--- src/rtl/cpu_clk_ctrl.sv ---
// cpu_clk_ctrl: clock-enable sequencer for the pipeline CPU.
// Generates a single-cycle cpu_ce at a programmable RUN rate, single-steps on a
// debounced push-button, and stops sticky on a CPU halt/breakpoint request.
// Optional macro CPU_CLK_OUT_EN builds a toggled level clock (cpu_clk) from cpu_ce.
module cpu_clk_ctrl #(
  parameter int unsigned DIV_W           = 24,
  parameter int unsigned DEBOUNCE_CYCLES = 65535,
  parameter int unsigned CNT_W           = 32
) (
  input  logic             clk_in,
  input  logic             reset,
  input  logic [1:0]       mode,
  input  logic [DIV_W-1:0] div_val,
  input  logic             step_btn,
  input  logic             halt_req,
  output logic             cpu_ce,
  output logic             cpu_clk,
  output logic             running,
  output logic             brk,
  output logic [CNT_W-1:0] ce_count
);

  localparam int unsigned DEB_W = (DEBOUNCE_CYCLES < 2) ? 1 : $clog2(DEBOUNCE_CYCLES);
  localparam logic [DEB_W-1:0] DEB_LAST = DEB_W'(DEBOUNCE_CYCLES - 1);

  typedef enum logic [2:0] {
    S_IDLE,
    S_RUN,
    S_STEP_ARM,
    S_STEP_REL,
    S_BRK
  } state_t;

  state_t             state_q, state_d;
  logic [DIV_W-1:0]   cnt_q, cnt_d;
  logic [DIV_W-1:0]   div_q, div_d;
  logic [DEB_W-1:0]   deb_q, deb_d;
  logic [1:0]         sync_q, sync_d;
  logic               ce_q, ce_d;
  logic [CNT_W-1:0]   ce_count_q, ce_count_d;
  logic               running_q, running_d;
  logic               brk_q, brk_d;
  logic               btn_s;

  assign btn_s = sync_q[1];

  // Two-stage synchronizer input for the raw push-button.
  always_comb sync_d = {sync_q[0], step_btn};

  // Next-state, period counter, debounce counter and pulse generation.
  always_comb begin
    state_d = state_q;
    cnt_d   = cnt_q;
    div_d   = div_q;
    deb_d   = '0;
    ce_d    = 1'b0;
    unique case (state_q)
      S_IDLE: begin
        cnt_d = '0;
        if (mode[1]) begin
          state_d = S_RUN;
          div_d   = div_val;
        end else if (mode == 2'b01) begin
          state_d = S_STEP_ARM;
        end
      end
      S_RUN: begin
        // halt_req is checked first so it wins over a terminal count.
        if (halt_req) begin
          state_d = S_BRK;
          cnt_d   = '0;
        end else if (!mode[1]) begin
          state_d = S_IDLE;
          cnt_d   = '0;
        end else if (cnt_q == div_q) begin
          ce_d  = 1'b1;
          cnt_d = '0;
          div_d = div_val;
        end else begin
          cnt_d = cnt_q + DIV_W'(1);
        end
      end
      S_STEP_ARM: begin
        if (mode != 2'b01) begin
          state_d = S_IDLE;
        end else if (halt_req) begin
          state_d = S_BRK;
        end else if (btn_s) begin
          if (deb_q == DEB_LAST) begin
            ce_d    = 1'b1;
            state_d = S_STEP_REL;
          end else begin
            deb_d = deb_q + DEB_W'(1);
          end
        end
      end
      S_STEP_REL: begin
        if (mode != 2'b01) begin
          state_d = S_IDLE;
        end else if (!btn_s) begin
          if (deb_q == DEB_LAST) begin
            state_d = S_STEP_ARM;
          end else begin
            deb_d = deb_q + DEB_W'(1);
          end
        end
      end
      S_BRK: begin
        if (mode == 2'b00) state_d = S_IDLE;
      end
      default: state_d = S_IDLE;
    endcase
  end

  // Registered status outputs and the retired-enable counter.
  always_comb begin
    ce_count_d = ce_count_q + CNT_W'(ce_d);
    running_d  = (state_d == S_RUN);
    brk_d      = (state_d == S_BRK);
  end

  // State and output registers.
  always_ff @(posedge clk_in or posedge reset) begin
    if (reset) begin
      state_q    <= S_IDLE;
      cnt_q      <= '0;
      div_q      <= '0;
      deb_q      <= '0;
      sync_q     <= '0;
      ce_q       <= 1'b0;
      ce_count_q <= '0;
      running_q  <= 1'b0;
      brk_q      <= 1'b0;
    end else begin
      state_q    <= state_d;
      cnt_q      <= cnt_d;
      div_q      <= div_d;
      deb_q      <= deb_d;
      sync_q     <= sync_d;
      ce_q       <= ce_d;
      ce_count_q <= ce_count_d;
      running_q  <= running_d;
      brk_q      <= brk_d;
    end
  end

  assign cpu_ce   = ce_q;
  assign ce_count = ce_count_q;
  assign running  = running_q;
  assign brk      = brk_q;

`ifdef CPU_CLK_OUT_EN
  logic cpu_clk_q, cpu_clk_d;

  // Level clock toggles one cycle after each enable pulse.
  always_comb cpu_clk_d = cpu_clk_q ^ ce_q;

  // Toggle flop for the legacy divided clock.
  always_ff @(posedge clk_in or posedge reset) begin
    if (reset) cpu_clk_q <= 1'b0;
    else       cpu_clk_q <= cpu_clk_d;
  end

  assign cpu_clk = cpu_clk_q;
`else
  assign cpu_clk = 1'b0;
`endif

endmodule
--- config.mk ---
export PLATFORM = sky130hd
export DESIGN_NAME = cpu_clk_ctrl
export DESIGN_NICKNAME = d
export VERILOG_FILES = /design/src/rtl/cpu_clk_ctrl.sv
export SDC_FILE = /design/constraint.sdc
export NUM_CORES = 1
export LEC_CHECK = 0
export ABC_AREA = 1
export CAP_MARGIN = 40
export CELL_PAD_IN_SITES_DETAIL_PLACEMENT = 0
export CELL_PAD_IN_SITES_GLOBAL_PLACEMENT = 1
export CORE_UTILIZATION = 51
export DETAILED_ROUTE_END_ITERATION = 6
export DONT_BUFFER_PORTS = 1
export PLACE_DENSITY = 0.84
export RECOVER_POWER = 25
export SLEW_MARGIN = 20
export SYNTH_ARGS = -nofsm -noshare
export SYNTH_HDL_FRONTEND = slang
export SYNTH_SLANG_ARGS = --single-unit
--- constraint.sdc ---
create_clock -name clk_in -period 6.2 [get_ports clk_in]
set_input_delay 0.62 -clock clk_in [delete_from_list [all_inputs] [get_ports clk_in]]
set_output_delay 0.62 -clock clk_in [all_outputs]
set_load 0.03 [all_outputs]
==> flow_summary.ini, run 1 <==
[layout]
num-fill-cells = 999
design_area_sq_um = 5830
antennaDiodeCount = 0
drive_gt1_share_pct = 5.17
seq_area_sq_um = 2600
syn_to_final_growth_pct = 5.86
fin_util_pct = 56.0
multi_input_area_sq_um = 2480
finalNetCount = 746

[sta]
max_freq_ghz = 0.315
max_slew.worst_pin.slew_ns = 2.20
grt_setup_unrepaired = false
skew_ns = 0.00642
layout_min_cycle_time_ns = 3.17
finalSetupTns_ns = 0
finalSetupViolCount = 0
min_period_over_period_pct = 51.2
drv_slew = 41
hold_ws_ns = 0.251
max-slew-margin-rel_pct = -46.7
timing_hold_violations_final = 0

[clock_network]
cts-root-buf = clkbuf_8
cts.sinks = 104
cts_made_buffers = 9
cts_tree = done
post-cts-setup-buffers = 0
hold_buffers = 0
h-tree-depth = 3
clockBufferDepth = 2
clock_latency_ns = 0.39
clkTransAtPathRegs_ns = 0.10
cts_resized = 0

[pwr]
p_leak_nw = 2.85
peakVddDrop_mv = 0.149
swShare_pct = 36.6
seq_power_share_pct = 49.5
powerDensity_nw_per_um2 = 299
switchingPower_uw = 638
internal-power_mw = 1.10
clkPwrFrac_pct = 25.3
combinationalPowerShare_pct = 25.2

[logic_synthesis]
syn_inst = 708
synth_edf_count = 0
avgSynthCellArea_sq_um = 7.78
ys_warn_count = 0
synthTopCellsByArea = dfrtp_1 47%, nand2_1 14%, nor2_1 6.3%
ys_seq_elements = 104
synthArstFlopShare_pct = 100
synth.most_common_cell = nand2_1
synthFlopType = dfrtp_1
yosys.area.top_type_share_pct = 47.2
yosysSeqAreaShare_pct = 47.2
syn-cell-area_sq_um = 5510
synth_fp_nets = 743
synth_common_cells = 208 x nand2_1, 104 x dfrtp_1, 92 x nor2_1
synth_cell_types = 35
synth_top_area_cell = dfrtp_1

[die]
core_sq_um = 10400
io-pin-count = 66
die_x_microns = 106
dieHeight_microns = 106
rows = 37
die-area_sq_um = 11200
start_util_pct = 52.9

[global_routing]
grtUsageTotal_pct = 22.6
overflow = 0
grt_max_degree = 42
grt_pass1_vias = 4171
grt_pass1_wl_mm = 19.9
antenna_found_initial = 0

[worst_setup_path]
rrSetupSlack_ns = 3.03
reg2reg_from = state_q[2]
crit_type = reg -> reg
cp.required_ns = 6.48
endpoint = ce_count[24]
r2r-end = ce_count[24]
r2r_cells = 15
worstSetupEndpointType = register
critPathLaunch = state_q[2]
critPathMaxFanout = 15
start_kind = register
crit_arrival_ns = 3.46

[place]
dp_hpwl_mm = 8.89
portBuffers = 0
gp_congestion = 0.855
placed_cell_area_sq_um = 5640

[drt]
drc_errors = 0
via_count = 4344
routed_wl_mm = 11.7
via_per_inst = 5.10
first_pass_iters = 4
routedWlPerCell_microns = 13.7
drt_iter0_drc = 183
ant_nets = 0

[min_path]
hold_class = in -> reg

[status]
violations = max-capacitance violations, max-slew violations
status = finished, violations left

[job]
maxCapViolations = 1
==> kinds of logic after synthesis <==
| group | after synthesis | share of synthesized area (%) |
|---|---|---|
| AND/OR/NAND/NOR | 416 | 32.9 |
| flip-flops | 104 | 47.2 |
| adder cells (fa/ha/maj) | 5 | 1.14 |
| other | 1 | 0.0681 |
| AO/OA/AOI/OAI | 30 | 3.29 |
| XOR/XNOR | 48 | 7.63 |
| buffers and inverters | 104 | 7.77 |
==> stage by stage <==
stage | worst slack, ns | instances | total power [mW]
2_1_floorplan | 2.85 | 708 | 1.23
4_1_cts | 3.00 | 852 | 1.77
5_1_grt | 2.62 | 852 | 1.87
3_5_place_dp | 3.05 | 836 | 1.32
3_3_place_gp | 3.15 | 835 | 1.31
6_report | 3.03 | 852 | 1.74
==> sequential cells by signal (all words and copies together) (netlist names) <==
signal / flops
running: 1
cpu_ce: 1
brk: 1
div_q: 24
ce_count: 32
sync_q: 2
state_q: 3
cnt_q: 24
deb_q: 16
==> critical path, cell delays in order (launching register included) <==
cell and delay [ns]:
dfrtp_1 0.46, nor2_4 0.36, inv_2 0.14, nor2_4 0.14
nand3_2 0.12, o21ai_0 0.26, ha_1 0.25, ha_1 0.20
inv_1 0.09, nor2_4 0.15, nand2_2 0.09, nor2_2 0.15
nand3_1 0.12, nor3_2 0.27, nand2_1 0.12, xor2_1 0.16
==> power by group through the flow <==
stage / clock (mW) / combinational, mW / sequential (mW)
2_1_floorplan: 0 / 0.381 / 0.851
3_3_place_gp: 0 / 0.434 / 0.874
3_5_place_dp: 0 / 0.448 / 0.876
4_1_cts: 0.457 / 0.450 / 0.863
5_1_grt: 0.478 / 0.517 / 0.875
6_report: 0.441 / 0.438 / 0.862
==> worst min-delay path by stage <==
stage	startpoint	to	cells past startpoint
final	step_btn	sync_q[0]	0
after global routing	step_btn	sync_q[0]	0
after CTS	reset	ce_count[26]	1
after detailed placement	sync_q[0]	sync_q[1]	0
after global placement	sync_q[0]	sync_q[1]	0
after floorplan	sync_q[0]	sync_q[1]	0
==> routing by layer <==
metal / share of wire, % / track usage (%)
met4: 1.4 / 7.54
met3: 5.4 / 6.01
met1: 45 / 29.1
met5: 0 / 0
met2: 48 / 36.9
==> cells in the final DEF, fill, tap and decap left out, types with 4 or more instances in the layout <==
cell        n
nand3_1    51
inv_1      90
clkbuf_8    9
o22ai_1     6
nor4_1      4
nand4_1    13
ha_1        5
xnor2_1    15
nand2_1   208
a21oi_1     6
dfrtp_1   104
nor2_1     92
o21ai_0    11
nor2_4      4
nor3_1     26
xor2_1     33
==> cell type report <==
class                           count  share of cell area [%]
Clock buffer                       10                    2.19
Timing Repair Buffer                2                   0.408
Sequential cell                   104                    44.6
Inverter                           94                    6.07
Clock inverter                      6                    1.29
Tap cell                          136                    2.92
Multi-Input combinational cell    500                    42.5
No activity file was read; power rests on OpenSTA's default activity.
==> run 2: changes to the inputs <==
--- a/config.mk
+++ b/config.mk
@@ -9,10 +9,10 @@
 export CAP_MARGIN = 40
 export CELL_PAD_IN_SITES_DETAIL_PLACEMENT = 0
 export CELL_PAD_IN_SITES_GLOBAL_PLACEMENT = 1
-export CORE_UTILIZATION = 51
+export CORE_UTILIZATION = 47
 export DETAILED_ROUTE_END_ITERATION = 6
 export DONT_BUFFER_PORTS = 1
-export PLACE_DENSITY = 0.84
+export PLACE_DENSITY = 0.78
 export RECOVER_POWER = 25
 export SLEW_MARGIN = 20
 export SYNTH_ARGS = -nofsm -noshare
==> constraint.sdc (replaced) <==
create_clock -name clk_in -period 3.2 [get_ports clk_in]
set_input_delay 0.32 -clock clk_in [delete_from_list [all_inputs] [get_ports clk_in]]
set_output_delay 0.32 -clock clk_in [all_outputs]
set_load 0.03 [all_outputs]
==> run 2 against run 1 <==
  * The flow still finishes with violations (max-capacitance violations, max-slew violations)
  * Cell count is 1.4% higher
  * Sequential power increased by 95%
  * Setup slack got worse by 2.7 ns
  * Largest power group unchanged
  * Fmax is 9.4% higher
==> flow_summary.ini, run 2 (synthesized netlist as in run 1, its figures left out) <==
[status]
status = finished, violations left
violations = max-capacitance violations, max-slew violations

[global_routing]
grt_pass1_vias = 4147
overflow = 0
grt_max_degree = 105
grtUsageTotal_pct = 21.3
grt_pass1_wl_mm = 19.6
antenna_found_initial = 0

[min_path]
hold_class = in -> reg
holdPathStages = 2

[worst_setup_path]
critPathBufInv = 2
slowest_stage = dfrtp_1
cp.required_ns = 3.44
start_kind = register
crit_family = simple AND/OR/NAND/NOR gates
crit_arrival_ns = 3.14
critPathMaxStageDelay_ns = 0.37
cp_num_cells = 18
worstSetupEndpointType = register
path_cells = nand2_1, inv_1, nand3_2, nor3_4, nand2_2, nor2_1, nand4_1, o21ai_2, ha_2, ha_1, inv_1, nor2_4, nand2_2, nor2_4, nand3_2, nor3_4, nand2_1, xor2_1
critPathMaxFanout = 4
r2r_cells = 18
crit_type = reg -> reg

[layout]
final_common_cell = nand2_1
syn_to_final_growth_pct = 9.33
largest_reg_flops = 32
num-fill-cells = 1145
fin_util_pct = 52.8
drive_gt1_share_pct = 7.35
finalNetCount = 751
antennaDiodeCount = 0
layout_common_cells = 207 x nand2_1, 102 x dfrtp_1, 92 x nor2_1

[drt]
routed_wl_mm = 12.2
routedWlPerCell_microns = 14.1
drc_errors = 0
via_count = 4310
ant_nets = 0
drt_iter0_drc = 206
first_pass_iters = 4
via_per_inst = 4.99

[clock_network]
clockBufferDepth = 2
cts.sinks = 104
clock_latency_ns = 0.35
cts_made_buffers = 9
h-tree-depth = 3
cts_tree = done
cts-root-buf = clkbuf_16
clkTransAtPathRegs_ns = 0.07

[sta]
min_period_over_period_pct = 90.7
drv_slew = 105
max_slew.worst_pin.slew_ns = 2.56
max-slew-margin-rel_pct = -70.8
grt_setup_unrepaired = false
layout_min_cycle_time_ns = 2.90
timing_hold_violations_final = 0
fin_ws_ns = 0.299
finalSetupViolCount = 0
max_freq_ghz = 0.345
skew_ns = 0.00953
finalSetupTns_ns = 0

[die]
io-pin-count = 66
die-area_sq_um = 12200
core_sq_um = 11400
rows = 39
die_x_microns = 110
dieHeight_microns = 110
start_util_pct = 48.3

[place]
dp_hpwl_mm = 8.98
post-place-ws_ns = 0.107
gp_congestion = 0.848
portBuffers = 0

[pwr]
peakVddDrop_mv = 0.477
powerDensity_nw_per_um2 = 610
p_leak_nw = 2.95
total_power_mw = 3.67

[job]
maxCapViolations = 1
## run 2: changes by cell type in the layout (fill, tap and decap cells not counted), moves of 2 or more
cell / previous run / this run
dfrtp_1: 104 / 102
clkbuf_1: 2 / 0
nand3_1: 51 / 48
clkbuf_16: 0 / 9
buf_4: 0 / 5
dfrtp_2: 0 / 2
nor3_1: 26 / 24
nor3_4: 1 / 3
clkinv_4: 0 / 2
clkbuf_8: 9 / 0
inv_6: 3 / 1
clkinv_2: 0 / 2
nand3_2: 3 / 6
## run 2: layout make-up
| type | count | area [sq um] | area share, % |
|---|---|---|---|
| inverters | 94 | 354 | 5.88 |
| multi-input cells | 500 | 2530 | 42.0 |
| well taps | 143 | 179 | 2.97 |
| repair buffers | 7 | 52.6 | 0.872 |
| clock buffers | 9 | 225 | 3.74 |
| flip-flops and latches | 104 | 2610 | 43.2 |
| clock inverters | 7 | 77.6 | 1.29 |
## run 2: through the flow
step                std cells  instance area, sq um  hold slack (ns)
detailed placement        845                  5660            0.348
CTS                       862                  5970          0.00226
finish                    864                  6020            0.112
global route              864                  6020            0.100
global placement          845                  5660            0.350
floorplan                 708                  5510            0.331
## run 2: repair_timing
action / CTS / global route
gates resized for setup: 0 / 14
buffers inserted: 0 / 2
endpoints found under the hold margin: 1 / 0
hold buffers: 1 / 0
setup endpoints to repair: 0 / 6
## run 2: worst paths after layout
kind                                   from            to  slack, ns
worst max-delay path               deb_q[7]  ce_count[24]       0.30
worst min-delay path            div_val[21]     div_q[21]       0.11
worst max register to register     deb_q[7]  ce_count[24]       0.30
worst min register to register    sync_q[0]     sync_q[1]       0.37
max in group asynchronous             reset     cnt_q[14]       0.72
min in group asynchronous             reset     sync_q[0]       0.82
## run 2: report_power, final
group	leakage [nW]	switching (mW)	internal, mW
clock network	0.152	0.508	0.615
logic	1.42	0.599	0.276
registers	1.38	0.183	1.49
total	2.95	1.29	2.39
## run 2: layer usage
metal	wire, microns	vias to the layer above	track usage, %	part of all wire [%]
met3	568	5	7.29	4.7
met2	5990	54	35.2	49
li1	-	2221	-	-
met1	5540	2030	26.9	46
met5	0	-	0	0
met4	76	0	4.79	0.62
